## config.mk

```make
export PLATFORM = sky130hd
export DESIGN_NAME = sar_search_flat
export DESIGN_NICKNAME = d
export VERILOG_FILES = /design/src/rtl/sar_search_if.sv /design/src/rtl/sar_search.sv /design/src/flat_wrapper.sv
export SDC_FILE = /design/constraint.sdc
export NUM_CORES = 1
export LEC_CHECK = 0
export CORE_UTILIZATION = 45
export CTS_CLUSTER_DIAMETER = 60
export DETAILED_ROUTE_END_ITERATION = 8
export PLACE_DENSITY = 0.77
export SLEW_MARGIN = 20
export SYNTH_ARGS = -nofsm -noshare
export SYNTH_HDL_FRONTEND = slang
export SYNTH_SLANG_ARGS = --single-unit
```

## constraint.sdc

```tcl
create_clock -name clk -period 3.1 [get_ports clk]
set_input_delay 0.62 -clock clk [delete_from_list [all_inputs] [get_ports clk]]
set_output_delay 0.62 -clock clk [all_outputs]
set_load 0.02 [all_outputs]
```

## src/rtl/sar_search_if.sv

```systemverilog
// Handshake between the search controller, its issuing FSM and the
// external magnitude comparator (a = guess, b = target).
interface sar_search_if #(
  parameter int unsigned WIDTH = 16
);
  logic             start;
  logic             cmp_gt;
  logic             cmp_lt;
  logic             cmp_eq;
  logic [WIDTH-1:0] guess;
  logic             busy;
  logic             done;
  logic             found;
  logic             err;
  logic [WIDTH-1:0] result;

  // Control FSM plus comparator side
  modport master (
    output start, cmp_gt, cmp_lt, cmp_eq,
    input  guess, busy, done, found, err, result
  );

  // Search controller side
  modport slave (
    input  start, cmp_gt, cmp_lt, cmp_eq,
    output guess, busy, done, found, err, result
  );
endinterface

```

## src/rtl/sar_search.sv

```systemverilog
// Successive-approximation search controller: drives a candidate into an
// external comparator and converges MSB-first on the target value.
module sar_search #(
  parameter int unsigned WIDTH = 16
) (
  input  logic          clk,
  input  logic          rst,
  sar_search_if.slave   bus
);

  localparam int unsigned    IDXW    = (WIDTH > 1) ? $clog2(WIDTH) : 1;
  localparam logic [IDXW-1:0] IDX_TOP = IDXW'(WIDTH - 1);

  typedef enum logic [1:0] {
    S_IDLE,
    S_SEARCH,
    S_CHECK,
    S_DONE
  } state_t;

  state_t           state_q, state_d;
  logic [WIDTH-1:0] guess_q, guess_d;
  logic [IDXW-1:0]  idx_q, idx_d;
  logic [WIDTH-1:0] result_q, result_d;
  logic             busy_q, busy_d;
  logic             done_q, done_d;
  logic             found_q, found_d;
  logic             err_q, err_d;
  logic [2:0]       cmp;
  logic             legal;

  // State and output registers, asynchronously cleared
  always_ff @(posedge clk or posedge rst) begin
    if (rst) begin
      state_q  <= S_IDLE;
      guess_q  <= '0;
      idx_q    <= IDX_TOP;
      result_q <= '0;
      busy_q   <= 1'b0;
      done_q   <= 1'b0;
      found_q  <= 1'b0;
      err_q    <= 1'b0;
    end else begin
      state_q  <= state_d;
      guess_q  <= guess_d;
      idx_q    <= idx_d;
      result_q <= result_d;
      busy_q   <= busy_d;
      done_q   <= done_d;
      found_q  <= found_d;
      err_q    <= err_d;
    end
  end

  // Next-state and next-output logic for the search sequence
  always_comb begin
    state_d  = state_q;
    guess_d  = guess_q;
    idx_d    = idx_q;
    result_d = result_q;
    busy_d   = busy_q;
    done_d   = done_q;
    found_d  = found_q;
    err_d    = err_q;
    cmp      = {bus.cmp_gt, bus.cmp_lt, bus.cmp_eq};
    legal    = (cmp == 3'b100) || (cmp == 3'b010) || (cmp == 3'b001);

    case (state_q)
      S_IDLE, S_DONE: begin
        if (bus.start) begin
          state_d            = S_SEARCH;
          guess_d            = '0;
          guess_d[WIDTH-1]   = 1'b1;
          idx_d              = IDX_TOP;
          result_d           = '0;
          busy_d             = 1'b1;
          done_d             = 1'b0;
          found_d            = 1'b0;
          err_d              = 1'b0;
        end
      end
      S_SEARCH, S_CHECK: begin
        // Any terminating compare (illegal code, match, or the final CHECK)
        // shares one exit path; only the flag/result values differ.
        if (!legal || bus.cmp_eq || (state_q == S_CHECK)) begin
          state_d  = S_DONE;
          busy_d   = 1'b0;
          done_d   = 1'b1;
          found_d  = legal && bus.cmp_eq;
          err_d    = !legal;
          result_d = (legal && bus.cmp_eq) ? guess_q : '0;
        end else begin
          if (bus.cmp_gt) begin
            guess_d[idx_q] = 1'b0;
          end
          if (idx_q != '0) begin
            guess_d[idx_q - 1'b1] = 1'b1;
            idx_d                 = idx_q - 1'b1;
          end else begin
            state_d = S_CHECK;
          end
        end
      end
      default: state_d = S_IDLE;
    endcase
  end

  assign bus.guess  = guess_q;
  assign bus.busy   = busy_q;
  assign bus.done   = done_q;
  assign bus.found  = found_q;
  assign bus.err    = err_q;
  assign bus.result = result_q;

endmodule

```

## src/flat_wrapper.sv

```systemverilog
// flat-port wrapper written by rule: the top's interface ports become plain ports
module sar_search_flat 
#(
  parameter int unsigned WIDTH = 16
)
  (clk, rst, bus_start, bus_cmp_gt, bus_cmp_lt, bus_cmp_eq, bus_guess, bus_busy, bus_done, bus_found, bus_err, bus_result);
  sar_search_if #(.WIDTH(WIDTH)) bus_i ();
  input  logic clk;
  input  logic rst;
  input wire logic [$bits(bus_i.start)-1:0] bus_start;
  input wire logic [$bits(bus_i.cmp_gt)-1:0] bus_cmp_gt;
  input wire logic [$bits(bus_i.cmp_lt)-1:0] bus_cmp_lt;
  input wire logic [$bits(bus_i.cmp_eq)-1:0] bus_cmp_eq;
  output wire logic [$bits(bus_i.guess)-1:0] bus_guess;
  output wire logic [$bits(bus_i.busy)-1:0] bus_busy;
  output wire logic [$bits(bus_i.done)-1:0] bus_done;
  output wire logic [$bits(bus_i.found)-1:0] bus_found;
  output wire logic [$bits(bus_i.err)-1:0] bus_err;
  output wire logic [$bits(bus_i.result)-1:0] bus_result;
  assign bus_i.start = bus_start;
  assign bus_i.cmp_gt = bus_cmp_gt;
  assign bus_i.cmp_lt = bus_cmp_lt;
  assign bus_i.cmp_eq = bus_cmp_eq;
  assign bus_guess = bus_i.guess;
  assign bus_busy = bus_i.busy;
  assign bus_done = bus_i.done;
  assign bus_found = bus_i.found;
  assign bus_err = bus_i.err;
  assign bus_result = bus_i.result;
  sar_search #(.WIDTH(WIDTH)) u_core (.clk(clk), .rst(rst), .bus(bus_i));
endmodule
```

# After elaboration in Yosys (flattened, before gate mapping)
# Cells that the tools add are included.
[totals] out_inout_bits=36 wordCells=76 inputBits=6 ff_bits=42
[classes] bitwise=3 n_eq_ne=11 n_lt_le_gt_ge=4 mux=33 n_addsub=1 n_reduce_logical=16
[op_table] cell="$mux 16" count=9
[op_table] cell="$pmux 16 s2" count=2
[op_table] cell="$and 16x16->16" count=1
[op_table] cell="$not 16->16" count=1
[op_table] cell="$or 16x16->16" count=1
[op_table] cell="$mux 4" count=3
[op_table] cell="$lt 4x5->1 const B" count=2
[op_table] cell="$demux 1 s4" count=2
[op_table] cell="$ge 4x1->1 const B" count=2
[op_table] cell="$mux 1" count=8
[op_table] cell="$pmux 1 s2" count=4
[op_table] cell="$pmux 4 s2" count=1
[op_table] cell="$mux 2" count=3
[op_table] cell="$reduce_and 2->1" count=3
[op_table] cell="$eq 2x2->1 const B" count=2
[op_table] cell="$logic_or 1x1->1" count=4
[op_table] cell="$ne 2x1->1 const B" count=2
[op_table] cell="$ne 2x2->1 const B" count=2
[op_table] cell="$pmux 2 s2" count=1
[op_table] cell="$reduce_bool 4->1" count=1
[op_table] cell="$reduce_or 2->1" count=2
[op_table] cell="$sub 4x1->4 const B" count=1
[op_table] cell="$eq 3x1->1 const B" count=1
[op_table] cell="$eq 3x2->1 const B" count=1
[op_table] cell="other kinds (7)" count=9

# Longest topological paths before layout
[logic_depth] ltp_word=13 depth_mapped=7 depth_no_buf=6

# Worst setup path before layout
# OpenSTA, ideal clock, no wires.
[synth_timing] path_kind="reg-to-reg" from="register u_core.state_q[0]" to="register u_core.guess_q[7] (netlist: u_core.bus.guess[7])" setup_time_ns=0.127 t_required_ns=2.973 path_stages_with_launch=8 path_buffers=1 arrival_ns=1.750 synth_period_minus_slack_ns=1.877 setup_slack_ns=1.223 cell_sequence="dfrtp_1 > inv_1 > ha_1 > or3_1 > o21ai_4 > buf_4 > o21ai_0 > o2bb2ai_1"
[synth_via] elab_chain_len=4 elab_cells_between_ends=11 cone_classes="eq/ne: 5; mux: 1; reduce/logical: 5"
[synth_lines] item="from (decl)" line_no="sar_search.sv:21" rtl="state_t state_q, state_d;"
[synth_lines] item="from (signal assigned)" line_no="sar_search.sv:44" rtl="state_q <= state_d;"
[synth_lines] item="$eq 2x1->1 (tied with other cells)" line_no="sar_search.sv:68" rtl="case (state_q)"
[synth_lines] item="$reduce_or 2->1 or $logic_or 1x1->1 (tied branches)" line_no="sar_search.sv:68, sar_search.sv:85"
[synth_lines] item="$ne 2x2->1 (no line)"
[synth_lines] item="$reduce_and 2->1 (no line)"
[synth_lines] item="to (signal assigned)" line_no="sar_search.sv:45" rtl="guess_q <= guess_d;"
[synth_lines] item="to (decl)" line_no="sar_search.sv:22" rtl="logic [WIDTH-1:0] guess_q, guess_d;"
# Several ways; a longest one is shown, not always the timed one.
# A chain may end at the register's enable or synchronous reset.

# Final worst setup path
[layout_timing] from="input port bus_cmp_gt" to="register u_core.err_q (netlist: u_core.bus.err)"
[layout_via] elab_chain_len=8 elab_cells_between_ends=12 cone_classes="eq/ne: 4; mux: 2; reduce/logical: 6"
[layout_lines] item="from (decl)" line_no="flat_wrapper.sv:11" rtl="input wire logic [$bits(bus_i.cmp_gt)-1:0] bus_cmp_gt;"
[layout_lines] item="$eq 3x3->1 or $eq 3x2->1 (tied branches)" line_no="sar_search.sv:66" rtl="legal = (cmp == 3'b100) || (cmp == 3'b010) || (cmp == 3'b001);"
[layout_lines] item="$logic_or 1x1->1" line_no="sar_search.sv:66"
[layout_lines] item="$logic_or 1x1->1 (*)" line_no="sar_search.sv:66"
[layout_lines] item="$logic_not 1->1 (*)" line_no="sar_search.sv:85, sar_search.sv:90"
[layout_lines] item="$logic_or 1x1->1 (2 in series)" line_no="sar_search.sv:85" rtl="if (!legal || bus.cmp_eq || (state_q == S_CHECK)) begin"
[layout_lines] item="$ne 2x1->1 (no line)"
[layout_lines] item="$reduce_and 2->1 (no line)"
[layout_lines] item="to (signal assigned)" line_no="sar_search.sv:51" rtl="err_q <= err_d;"
[layout_lines] item="to (decl)" line_no="sar_search.sv:28" rtl="logic err_q, err_d;"
# Every way passes the cells marked *; elsewhere a longest branch is shown, timed or not. The select of a mux whose other input is x is not followed.

==> impl_metrics.yaml <==
worst_setup_path:
  reg2reg_from: "u_core.state_q[0]"
  cp_top_family: "buffers and inverters"
  critPathCaptureType: "flip-flop"
  crit_slowest_cell: "clkdlybuf4s50_1"
  startpoint: "bus_cmp_gt"
  path_cells: "clkdlybuf4s50_1 -> xor2_2 -> nand3_2 -> o21ai_2 -> a22o_1"
  critPathBufInv: 1
  critPathArrivalTime_ns: 2.70
  cp_slowest_stage_delay_ns: 0.80
  critical_path.max_fanout: 18
  required_ns: 3.34
  crit_type: "primary input to flip-flop"
  cp-start-kind: "primary input"
sta:
  setup_tns_ns: 0
  rsz0062_at_grt: "no"
  maxSlewViolCount: 0
  hold_viol: 0
  setup_viol: 0
  period_share_pct: 79.4
  clock_skew_ns: 0.00301
  tightestPinTransition_ns: 0.833
  fmax_mhz: 406
  relSlewSlack_pct: 44.5
  fin_crit_ns: 2.46
cts:
  cts_max_level: 2
  cts-root-buf: "clkbuf_8"
  tritoncts: "yes"
  cts_hold_buffers: 0
  cts_buffers: 5
  clk_pin_slew_ns: 0.08
  ctsResizeCount: 0
  clock-sinks: 42
  clk_latency_ns: 0.29
  clk_path_buf_depth: 2
  cts_setup_buffers: 0
logic_synthesis:
  synth_top_cell_area_share_pct: 45.6
  synth.area.top_cells: "dfrtp_1 (46%), a22o_1 (7.6%), dfstp_2 (5.0%)"
  synth.most_common_cell: "dfrtp_1"
  synth.avg_cell_area_sq_um: 10.6
  synth_common_cells: "dfrtp_1 (38), a22o_1 (18), o21ai_0 (18)"
  netlist_area_sq_um: 2080
  ys_seq_area_share_pct: 50.7
  async_reset_ff_share_pct: 100
  synth_cell_types: 41
  yosysWarnings: 0
  synth_cells: 196
  synth_edf_count: 0
  yosys.area.top_type: "dfrtp_1"
  synth.net_count: 207
  synth_ff_type: "dfrtp_1"
  synth-seq-cells: 42
die:
  rows: 24
  die_w_microns: 70.0
  die_height_microns: 70.0
  core_area_sq_um: 4410
  start_util_pct: 47.2
  io_pins: 42
  dieArea_sq_um: 4910
detailed_routing:
  via_per_inst: 5.65
  drc: 0
  ant_nets: 0
  first_iter_violations: 155
  firstDrtPassIters: 4
  drt-wirelength-per-cell_microns: 15.8
  drt_wl_total_microns: 4570
  vias: 1633
cells_and_area:
  antenna_cells: 0
  nets: 247
  fillers: 391
  fin_cells: 289
  layout-drive-gt1-share_pct: 11.4
  syn_to_final_growth_pct: 24.6
status:
  status: "complete, no violations"
power:
  finalPower_w: 0.00176
  p_leak_nw: 1.11
  vdd_drop_max_v: 0.000438
  pwr_density_cell_nw_per_um2: 678
flow_run:
  maxCapViolCount: 0
grt:
  grt_max_degree: 43
  gr-total-overflow: 0
  grt_pass1_vias: 1550
  antenna_found_initial: 0
  grt_pass1_wl_microns: 7820
  grt_use_total_pct: 20.3
hold_path:
  hp-class: "flip-flop to flip-flop"
  hp-start: "u_core.bus.found"
placed_design:
  dp_hpwl_microns: 3180
  place_congestion: 0.887
  port_buffers: 41
  place_inst: 281
## registers in the layout, indices dropped and copies added, names as in the netlist
name and flops:
u_core.idx_q 4, u_core.bus.result 16, u_core.state_q 2, u_core.bus.err 1, u_core.bus.done 1, u_core.bus.busy 1
u_core.bus.found 1, u_core.bus.guess 16
## worst paths after layout
path / slack, ns / end / depth (start not counted)
setup / recovery: 0.64 / u_core.bus.err / 5
hold / removal: 0.48 / u_core.bus.found / 1
setup reg to reg: 0.65 / u_core.bus.err / 5
hold reg to reg: 0.48 / u_core.bus.found / 1
max in group asynchronous: 1.96 / u_core.idx_q[0] / 3
min in group asynchronous: 0.77 / u_core.bus.result[6] / 3
## cells by family (layout without fill, tap and decap cells)
group	after synthesis	in the layout	share of synthesized area [%]
mux	1	1	0.541
buf+inv	18	59	4.74
flops	42	42	50.7
xor+xnor	8	8	3.72
simple gates	55	55	13.6
fa+ha+maj	5	5	3.00
compound gates	67	67	23.7
## layer usage
layer | vias up | track usage (%) | wire length, microns
li1 | 792 | - | -
met5 | - | 0 | 0
met2 | 59 | 31.6 | 2030
met4 | 0 | 5.33 | 42
met3 | 5 | 4.91 | 220
met1 | 777 | 28.6 | 2280
## through the flow
step	instance area [sq um]	hold slack [ns]	util [%]	setup WS (ns)
5_1_grt	2600	0.516	58.8	0.425
4_1_cts	2600	0.484	58.8	0.636
3_3_place_gp	2500	0.466	56.7	0.450
3_5_place_dp	2500	0.468	56.7	0.352
2_1_floorplan	2080	0.523	-	1.22
6_report	2600	0.484	58.8	0.637
## cells in the final DEF (no fill, tap or decap), drive strengths merged, types with 3 or more instances in the layout
master         count
nand3              7
a21oi              7
inv                7
dfrtp             38
o21ai             23
nand2             15
a22o              22
clkbuf             7
clkdlybuf4s50     41
xnor2              3
nor3               5
dfstp              4
nand2b             3
xor2               5
ha                 5
o2bb2ai            9
nor2              18
## area by class of cell
type / instances / area (sq um) / area share (%)
clock inverters: 1 / 5.00 / 0.193
flip-flops and latches: 42 / 1060 / 40.7
clock buffers: 7 / 86.3 / 3.33
repair buffers: 43 / 425 / 16.4
well taps: 52 / 65.1 / 2.51
multi-input cells: 136 / 928 / 35.8
inverters: 8 / 30.0 / 1.16
## power breakdown
group          switching [W]  internal (W)
logic               0.000410      0.000263
clock network       0.000185      0.000180
registers          0.0000798      0.000642
total               0.000675       0.00108
## worst reg2reg max path, cell delays in order, from the launching register on
cell,delay (ns)
dfrtp_1,0.37
inv_1,0.05
ha_1,0.57
clkinv_1,0.38
o21ai_2,0.76
a22o_1,0.26
(Power assumes the default switching activity.)
